File: src/rtl/fifo_wr_packer.sv
// Write-side packer: IW-bit samples into WD-bit FIFO words (lane 0 first), honouring wfull.
// Build option FIFO_WR_PACKER_LOSSY_EN: never back-pressure, count dropped samples instead.
module fifo_wr_packer #(
  parameter int IW  = 8,
  parameter int WD  = 32,
  parameter int DCW = 16
) (
  input  logic           wclk,
  input  logic           rst,
  input  logic           s_valid,
  input  logic [IW-1:0]  s_data,
  output logic           s_ready,
  input  logic           flush,
  output logic           busy,
  output logic           wen,
  output logic [WD-1:0]  wdat,
  input  logic           wfull,
  output logic [DCW-1:0] drop_cnt
);
  localparam int N  = WD / IW;
  localparam int CW = $clog2(N);
  localparam logic [CW-1:0] LAST = CW'(N - 1);

  logic [WD-1:0] r_acc;
  logic [CW-1:0] r_cnt;
  logic [WD-1:0] r_hold;
  logic          r_hold_v;
  logic          r_flush_pend;

  logic w_drain, w_hold_free, w_last, w_rdy, w_take;

  assign w_drain     = r_hold_v & ~wfull;
  assign w_hold_free = ~r_hold_v | w_drain;
  assign w_last      = (r_cnt == LAST);
  // The last lane may only be taken when the hold register can accept the finished word.
  assign w_rdy       = ~r_flush_pend & (~w_last | w_hold_free);
  assign w_take      = s_valid & w_rdy;

  assign wen  = w_drain;
  assign wdat = r_hold;
  assign busy = r_hold_v | (r_cnt != '0) | r_flush_pend;

  always_ff @(posedge wclk or posedge rst) begin
    if (rst) begin
      r_acc        <= '0;
      r_cnt        <= '0;
      r_hold       <= '0;
      r_hold_v     <= 1'b0;
      r_flush_pend <= 1'b0;
    end else begin
      if (w_drain) r_hold_v <= 1'b0;
      if (r_flush_pend && w_hold_free) begin
        // Pending flush wins over a new flush pulse; the top lane of acc is always zero here.
        r_flush_pend <= 1'b0;
        if (r_cnt != '0) begin
          r_hold   <= r_acc;
          r_hold_v <= 1'b1;
          r_cnt    <= '0;
          r_acc    <= '0;
        end
      end else begin
        if (flush) r_flush_pend <= 1'b1;
        if (w_take) begin
          if (w_last) begin
            r_hold   <= {s_data, r_acc[WD-IW-1:0]};
            r_hold_v <= 1'b1;
            r_cnt    <= '0;
            r_acc    <= '0;
          end else begin
            r_acc[r_cnt*IW +: IW] <= s_data;
            r_cnt                 <= r_cnt + 1'b1;
          end
        end
      end
    end
  end

`ifdef FIFO_WR_PACKER_LOSSY_EN
  logic [DCW-1:0] r_drop;
  logic           w_drop;

  assign w_drop   = s_valid & ~w_rdy;
  assign s_ready  = 1'b1;
  assign drop_cnt = r_drop;

  always_ff @(posedge wclk or posedge rst) begin
    if (rst)                         r_drop <= '0;
    else if (w_drop && r_drop != '1) r_drop <= r_drop + 1'b1;
  end
`else
  assign s_ready  = w_rdy;
  assign drop_cnt = '0;
`endif
endmodule
File: config.mk
export PLATFORM = sky130hd
export DESIGN_NAME = fifo_wr_packer
export DESIGN_NICKNAME = d
export VERILOG_FILES = /design/src/rtl/fifo_wr_packer.sv
export SDC_FILE = /design/constraint.sdc
export NUM_CORES = 1
export LEC_CHECK = 0
export CAP_MARGIN = 20
export CORE_MARGIN = 5
export CORE_UTILIZATION = 49
export DETAILED_ROUTE_END_ITERATION = 7
export GPL_ROUTABILITY_DRIVEN = 0
export PLACE_DENSITY = 0.77
export SLEW_MARGIN = 20
export SYNTH_ARGS = -nofsm -noshare
export SYNTH_HDL_FRONTEND = slang
export SYNTH_SLANG_ARGS = --single-unit
File: constraint.sdc
create_clock -name wclk -period 2.6 [get_ports wclk]
set_input_delay 0.65 -clock wclk [delete_from_list [all_inputs] [get_ports wclk]]
set_output_delay 0.65 -clock wclk [all_outputs]
set_load 0.01 [all_outputs]
==> results of run 1 <==
==> cells in the mapped netlist, types with 3 or more instances <==
library cell / number / share of area, %
inv_1: 12 / 1.5
nor2_1: 10 / 1.2
o22ai_2: 3 / 1.2
nand2_1: 10 / 1.2
mux2_2: 23 / 8.4
a22o_1: 24 / 6.8
nand2b_1: 3 / 0.61
buf_4: 19 / 4.6
dfrtp_1: 68 / 55
buf_2: 3 / 0.49
ha_1: 6 / 2.4
a21oi_1: 11 / 1.8
mux2i_1: 16 / 5.2
==> cell type report <==
type                    instances  area [sq um]
clock buffers                  12           155
flip-flops and latches         68          1700
well taps                      75          93.8
fillers                       467          2220
multi-input cells             148          1210
clock inverters                 2          35.0
inverters                      12          45.0
repair buffers                 56           564
==> kinds of logic (layout without fill, tap and decap cells) <==
group	count (synthesis)	in the layout	synth area share (%)
simple gates	36	36	7.20
other cells	1	16	0.122
compound gates	49	49	13.2
fa+ha+maj	6	6	2.44
flops	68	68	55.3
buf+inv	36	82	7.32
mux	41	41	14.4
==> state kept, by name, summed over array words and instances, names as in the netlist <==
register,count
r_flush_pend,1
wdat,32
r_cnt,2
r_acc,32
r_hold_v,1
==> metrics by stage <==
step	area, sq um	hold WS (ps)	total power [mW]	utilization [%]	std cells
floorplan	3130	460	2.50	-	252
global placement	3620	473	3.07	60.0	359
detailed placement	3620	478	3.11	60.0	359
CTS	3800	501	3.96	63.1	373
global route	3810	516	4.17	63.2	373
finish	3810	493	3.91	63.2	373
==> metal layers <==
metal | share of wire, % | vias up
met5 | 0 | -
met1 | 45 | 985
met3 | 5.6 | 13
li1 | - | 923
met4 | 2.5 | 0
met2 | 47 | 63
==> worst max-delay path, cell delays in order <==
cell	delay (ps)
clkdlybuf4s50_1	420
buf_4	160
nor2b_1	100
clkdlybuf4s50_1	540
==> timing repair <==
item / CTS / global route
setup buffers: 0 / 0
setup endpoints to repair: 1 / 1
resized for setup: 1 / 1
endpoints found under the hold margin: 0 / 0
==> power by group <==
| group | internal, mW | switching, mW |
|---|---|---|
| clock network | 0.484 | 0.358 |
| registers | 1.32 | 0.155 |
| logic | 0.793 | 0.800 |
| total | 2.60 | 1.31 |
==> worst max-delay path by stage <==
stage,startpoint,to,slack [ps],depth (start not counted)
finish,wfull,wen,80,4
global route,wfull,wen,40,4
CTS,wfull,s_ready,0.7,4
detailed placement,wfull,s_ready,4,4
global placement,wfull,s_ready,40,4
floorplan,rst,r_acc[0],240,1
==> flow_summary.toml, run 1 <==
[run_status]
status = "finished clean"

[finish]
antennaDiodeCount = 0
final_common_cell = "dfrtp_1"
area_growth_pct = 23.8
nNetsFinal = 314
layout_common_cells = "dfrtp_1 (68), clkdlybuf4s50_1 (45), a22o_1 (24), mux2_2 (23)"
drive_above_1_share_pct = 20.1

[floorplan]
rows = 28
ioPinCount = 64
core_sq_um = 6030
start_util_pct = 51.0
die_x_um = 89.2
die_h_um = 89.2
die-area_sq_um = 7960

[clock_tree]
cts_buffers = 9
cts_buffer_depth = 2
clk_latency_ps = 330
cts_max_level = 3
tritoncts = "yes"
clkTransAtPathRegs_ps = 70
cts_sinks = 68
hold_buffers = 0
root_buffer = "clkbuf_8"

[timing]
fin_crit_ps = 2520
final.setup.tns_ps = 0
finalWorstSetupSlack_ps = 84.8
drv_slew = 0
rsz0062_at_grt = "no"
setup_viol = 0
slew-limit-headroom_pct = 62.7
fin_crit_sh_pct = 96.7
fmax_mhz = 398
worst_pin_slew_ps = 557
fin_skew_ps = 11.5
finalHoldViolCount = 0

[worst_hold_path]
holdPathEnd = "r_acc[15]"
min_from = "r_acc[15]"
hold_path_depth = 1
hp-class = "reg -> reg"

[power_and_ir_drop]
peakVddDrop_uv = 667
power.leakage_nw = 1.82
power_density_nw_per_um2 = 1030

[setup_path]
startpoint_type = "primary input"
rr_startpoint = "r_cnt[1]"
path_max_fanout = 4
worst-r2r-setup-slack_ps = 610
crit_required_ps = 1950
path_class = "in -> out"
worstReg2RegEnd = "r_acc[29]"
worstPathArrival_ps = 1870
crit_path_end_kind = "output pin"
ff2ff_path_depth = 7

[detailed_routing]
wl_mm = 6.18
drcViolationCount = 0
wire_per_inst_um = 16.6
viasPerCell = 5.32
drt_iter0_drc = 97
firstDrtPassIters = 4
vias = 1984
ant_nets = 0

[grt]
antenna_found_initial = 0
grt_max_degree = 69
grt_pass1_wl_mm = 10.3
grt.met2_usage_pct = 27.3
grt_pass1_vias = 2088
top_usage_layer = "met2"
gr-total-overflow = 0
use_met3_pct = 4.52
grt.met1_usage_pct = 23.2
grt_usage_pct = 17.4

[synthesis]
synth_cells = 237
dominantRegCellSynth = "dfrtp_1"
synth_edf_count = 0
synth_cell_type_count = 37
synth-seq-cells = 68
async_flop_share_pct = 100
seq_area_frac_synth_pct = 55.3
ys_warn_count = 0
mappedNetlistArea_sq_um = 3080
syn_area_per_cell_sq_um = 13.0

[placement]
port_buffers = 47
preCtsSetupSlack_ps = 3.86
dpl.hpwl_mm = 4.27

[flow_run]
max-cap-violations = 0
Power figures use the tool's default switching activity.
==> run 2, diff against run 1 <==
--- a/config.mk
+++ b/config.mk
@@ -7,11 +7,12 @@
 export LEC_CHECK = 0
 export CAP_MARGIN = 20
 export CORE_MARGIN = 5
-export CORE_UTILIZATION = 49
+export CORE_UTILIZATION = 46
 export DETAILED_ROUTE_END_ITERATION = 7
 export GPL_ROUTABILITY_DRIVEN = 0
-export PLACE_DENSITY = 0.77
+export PLACE_DENSITY = 0.76
 export SLEW_MARGIN = 20
 export SYNTH_ARGS = -nofsm -noshare
 export SYNTH_HDL_FRONTEND = slang
 export SYNTH_SLANG_ARGS = --single-unit
+export TNS_END_PERCENT = 10
==> constraint.sdc (replaced) <==
create_clock -name wclk -period 2.1 [get_ports wclk]
set_input_delay 0.525 -clock wclk [delete_from_list [all_inputs] [get_ports wclk]]
set_output_delay 0.525 -clock wclk [all_outputs]
set_load 0.01 [all_outputs]
==> run 2 against run 1 <==
Compared with the run above:
- worst hold slack worse by 3.8 ps
- first-iteration DRC count is 32% higher
- critical path depth unchanged
- non-clock buffer count up 13
- highest routed layer unchanged
==> flow_summary.toml, run 2 (synthesis gave the netlist of run 1 again) <==
[clock_tree]
root_buffer = "clkbuf_8"
cts_buffers = 9
cts_max_level = 3
tritoncts = "yes"
clk_latency_ps = 340
postCtsSetupBuffers = 0
cts_buffer_depth = 2
clkTransAtPathRegs_ps = 70
cts_sinks = 68

[setup_path]
path_max_fanout = 2
crit_required_ps = 1570
crit_path_end_kind = "output pin"
startpoint_type = "primary input"
worstPathArrival_ps = 1500
path_class = "in -> out"

[timing]
fin_crit_ps = 2020
finalHoldViolCount = 0
fin_crit_sh_pct = 96.3
drv_slew = 0
fmax_mhz = 495
rsz0062_at_grt = "no"
fin_skew_ps = 6.84
setup_viol = 0
worst_pin_slew_ps = 498
final.setup.tns_ps = 0
slew-limit-headroom_pct = 66.7

[detailed_routing]
viasPerCell = 5.20
ant_nets = 0
wire_per_inst_um = 16.4
drcViolationCount = 0
drt_iter0_drc = 128
firstDrtPassIters = 4
wl_mm = 6.40
vias = 2027

[floorplan]
ioPinCount = 64
core_sq_um = 6420
die-area_sq_um = 8420
rows = 29
die_h_um = 91.8
die_x_um = 91.8
start_util_pct = 47.9

[finish]
layout_common_cells = "dfrtp_1 (68), clkdlybuf4s50_1 (44), a22o_1 (24), mux2_2 (23), buf_4 (20)"
drive_above_1_share_pct = 25.6
area_growth_pct = 28.6
final_util_pct = 61.6
antennaDiodeCount = 0
nNetsFinal = 327
final_cells = 390
final_common_cell = "dfrtp_1"

[placement]
dpl.hpwl_mm = 4.45
dp.cells = 374
port_buffers = 47

[grt]
grt_pass1_wl_mm = 10.9
grt_usage_pct = 16.4
antenna_found_initial = 0
grt_pass1_vias = 2143
gr-total-overflow = 0
grt_max_degree = 69

[power_and_ir_drop]
power_density_nw_per_um2 = 1310
peakVddDrop_uv = 765
power.leakage_nw = 1.90

[run_status]
status = "finished clean"

[flow_run]
max-cap-violations = 0

[worst_hold_path]
hp-class = "reg -> reg"
## run 2: cell count changes in the layout (fill, tap and decap cells not counted), moves of 2 or more
cell / delta
clkbuf_8: +2
clkinvlp_4: +2
inv_1: -2
buf_4: +13
## run 2: metal layers
| metal | vias to the layer above | GRT usage [%] | share of wire [%] |
|---|---|---|---|
| met3 | 13 | 4.50 | 5.9 |
| li1 | 947 | - | - |
| met5 | - | 0 | 0 |
| met1 | 1000 | 22.5 | 46 |
| met2 | 67 | 23.6 | 45 |
| met4 | 0 | 9.28 | 3.0 |
## run 2: power breakdown
group          switching [mW]  total, mW  internal, mW
logic                    1.05       2.20          1.15
registers               0.181       1.82          1.64
clock network           0.488       1.16         0.676
## run 2: worst max-delay path, cell delays in order
cell             delay (ps)
clkdlybuf4s50_1         410
and2_1                  170
a21oi_1                 140
clkdlybuf4s15_1         250
## run 2: final cells by class
class | count | area (sq um)
Inverter | 12 | 48.8
Multi-Input combinational cell | 148 | 1230
Clock inverter | 3 | 42.5
Tap cell | 77 | 96.3
Timing Repair Buffer | 69 | 661
Sequential cell | 68 | 1700
Clock buffer | 13 | 179
Fill cell | 516 | 2470
## run 2: path summary, 6_finish.rpt
| kind | start | endpoint | slack [ps] | cells after the start |
|---|---|---|---|---|
| min reg2reg | wdat[0] | wdat[0] | 490 | 1 |
| max | wfull | s_ready | 80 | 4 |
| min in group asynchronous | rst | r_acc[16] | 620 | 3 |
| max reg2reg | r_cnt[0] | wdat[15] | 170 | 7 |
| min | wdat[0] | wdat[0] | 490 | 1 |
| max in group asynchronous | rst | wdat[2] | 1180 | 3 |
## run 2: through the flow
step                      hold slack (ps)  setup slack (ps)  instance area [sq um]  power, mW
final                                 489              78.2                   3960       5.18
after detailed placement              478              -226                   3720       4.00
after global routing                  505              18.9                   3960       5.51
after CTS                             495              -131                   3940       5.19
after global placement                471              -207                   3720       3.95
after floorplan                       460               239                   3140       3.09
## run 2: repair_timing
item                                    in CTS  in global routing
gates resized for setup                      5                  8
hold buffers                                 0                  0
endpoints found under the setup margin       3                  2
==> run 3, diff against run 2 <==
--- a/config.mk
+++ b/config.mk
@@ -6,6 +6,7 @@
 export NUM_CORES = 1
 export LEC_CHECK = 0
 export CAP_MARGIN = 20
+export CORE_ASPECT_RATIO = 0.75
 export CORE_MARGIN = 5
 export CORE_UTILIZATION = 46
 export DETAILED_ROUTE_END_ITERATION = 7
==> run 3 against run 2 <==
Compared with the run above:
- clock skew barely moved
- core utilization shrank 0.099 points
- fmax about the same
- register-to-register slack lost 50 ps
- largest power group unchanged
==> flow_summary.toml, run 3 (synthesis gave the netlist of run 1 again) <==
[floorplan]
die_x_um = 104
core_sq_um = 6410
rows = 25
die_h_um = 80.8
ioPinCount = 64
die-area_sq_um = 8440
start_util_pct = 48.0

[detailed_routing]
wl_mm = 6.52
viasPerCell = 5.09
wire_per_inst_um = 16.5
firstDrtPassIters = 4
ant_nets = 0
drt_iter0_drc = 136
drcViolationCount = 0
vias = 2005

[clock_tree]
clkTransAtPathRegs_ps = 70
tritoncts = "yes"
cts_buffer_depth = 2
cts_max_level = 3
root_buffer = "clkbuf_8"
clk_latency_ps = 330
cts_sinks = 68
hold_buffers = 0
cts_buffers = 9

[finish]
nNetsFinal = 327
fillers = 511
drive_above_1_share_pct = 25.2
final_cells = 394
antennaDiodeCount = 0
final_util_pct = 61.5
layout_common_cells = "dfrtp_1 (68), clkdlybuf4s50_1 (44), a22o_1 (24), mux2_2 (23), buf_4 (18)"
area_growth_pct = 28.2
final_common_cell = "dfrtp_1"

[timing]
setup_viol = 0
fin_skew_ps = 6.37
fin_crit_sh_pct = 96.3
drv_slew = 0
rsz0062_at_grt = "no"
hold_ws_ps = 503
fmax_mhz = 495
finalWorstSetupSlack_ps = 78.5
finalHoldViolCount = 0
fin_crit_ps = 2020

[setup_path]
path_class = "in -> out"
max_stage_delay_ps = 420
critPathBufInv = 3
path_max_fanout = 4
startpoint_type = "primary input"
crit_path_end_kind = "output pin"
crit_path_cell_trace = "clkdlybuf4s50_1, buf_4, nor2b_1, dlygate4sd2_1"
crit_required_ps = 1570
worstPathArrival_ps = 1500
crit_slowest_cell = "clkdlybuf4s50_1"
critical_path.top_delay_family = "buffers and inverters"

[flow_run]
max-cap-violations = 0

[grt]
grt_pass1_wl_mm = 10.8
use_met3_pct = 6.83
grt_max_degree = 36
grt.met2_usage_pct = 23.9
antenna_found_initial = 0
grt_pass1_vias = 2061
grt.met1_usage_pct = 23.2
grt_usage_pct = 16.4
gr-total-overflow = 0
top_usage_layer = "met2"

[worst_hold_path]
hp-class = "reg -> reg"

[placement]
preCtsSetupSlack_ps = -252
dp.cells = 377
dpl.hpwl_mm = 4.66
port_buffers = 47

[power_and_ir_drop]
power.leakage_nw = 1.89
power_mw = 5.08
peakVddDrop_uv = 578
power_density_nw_per_um2 = 1290

[run_status]
status = "finished clean"
## run 3: cell count changes in the layout (fill, tap and decap cells not counted), sizes merged
cell	change
clkdlybuf4s15	-1
clkinvlp	-1
clkinv	+2
## run 3: stage by stage
| step | instance area (sq um) | setup TNS [ps] |
|---|---|---|
| 3_3_place_gp | 3740 | -479 |
| 4_1_cts | 3940 | -93.2 |
| 2_1_floorplan | 3140 | 0 |
| 3_5_place_dp | 3740 | -2720 |
| 5_1_grt | 3940 | 0 |
| 6_report | 3940 | 0 |
## run 3: per-layer routing
layer	share of wire [%]	vias up	wire length [um]
met1	49	976	3220
met3	6.7	2	438
met2	44	70	2840
met4	0.21	0	14
met5	0	-	0
li1	-	957	-
## run 3: cell type report
type	count	area [sq um]	area share, %
Sequential cell	68	1700	43.1
Multi-Input combinational cell	148	1220	30.9
Timing Repair Buffer	69	681	17.3
Clock buffer	12	145	3.68
Tap cell	81	101	2.57
Clock inverter	4	48.8	1.24
Inverter	12	48.8	1.24
## run 3: final timing paths
check	depth (start not counted)	end	startpoint	slack, ps
setup / recovery	4	wen	wfull	80
hold / removal	1	wdat[0]	r_acc[0]	500
setup reg to reg	7	wdat[2]	r_cnt[0]	120
hold reg to reg	1	wdat[0]	r_acc[0]	500
max in group asynchronous	3	wdat[9]	rst	1040
min in group asynchronous	2	wdat[22]	rst	550
## run 3: repair_timing
| item | in CTS | in global routing |
|---|---|---|
| pin swaps | 0 | 1 |
| setup buffers | 0 | 1 |
| resized for setup | 5 | 8 |
| setup endpoints to repair | 3 | 2 |
## run 3: report_power, final
part           total [mW]  internal [mW]  switching, mW
combinational        2.20           1.13           1.07
clock                1.05          0.580          0.470
sequential           1.83           1.64          0.190
total                5.08           3.35           1.73
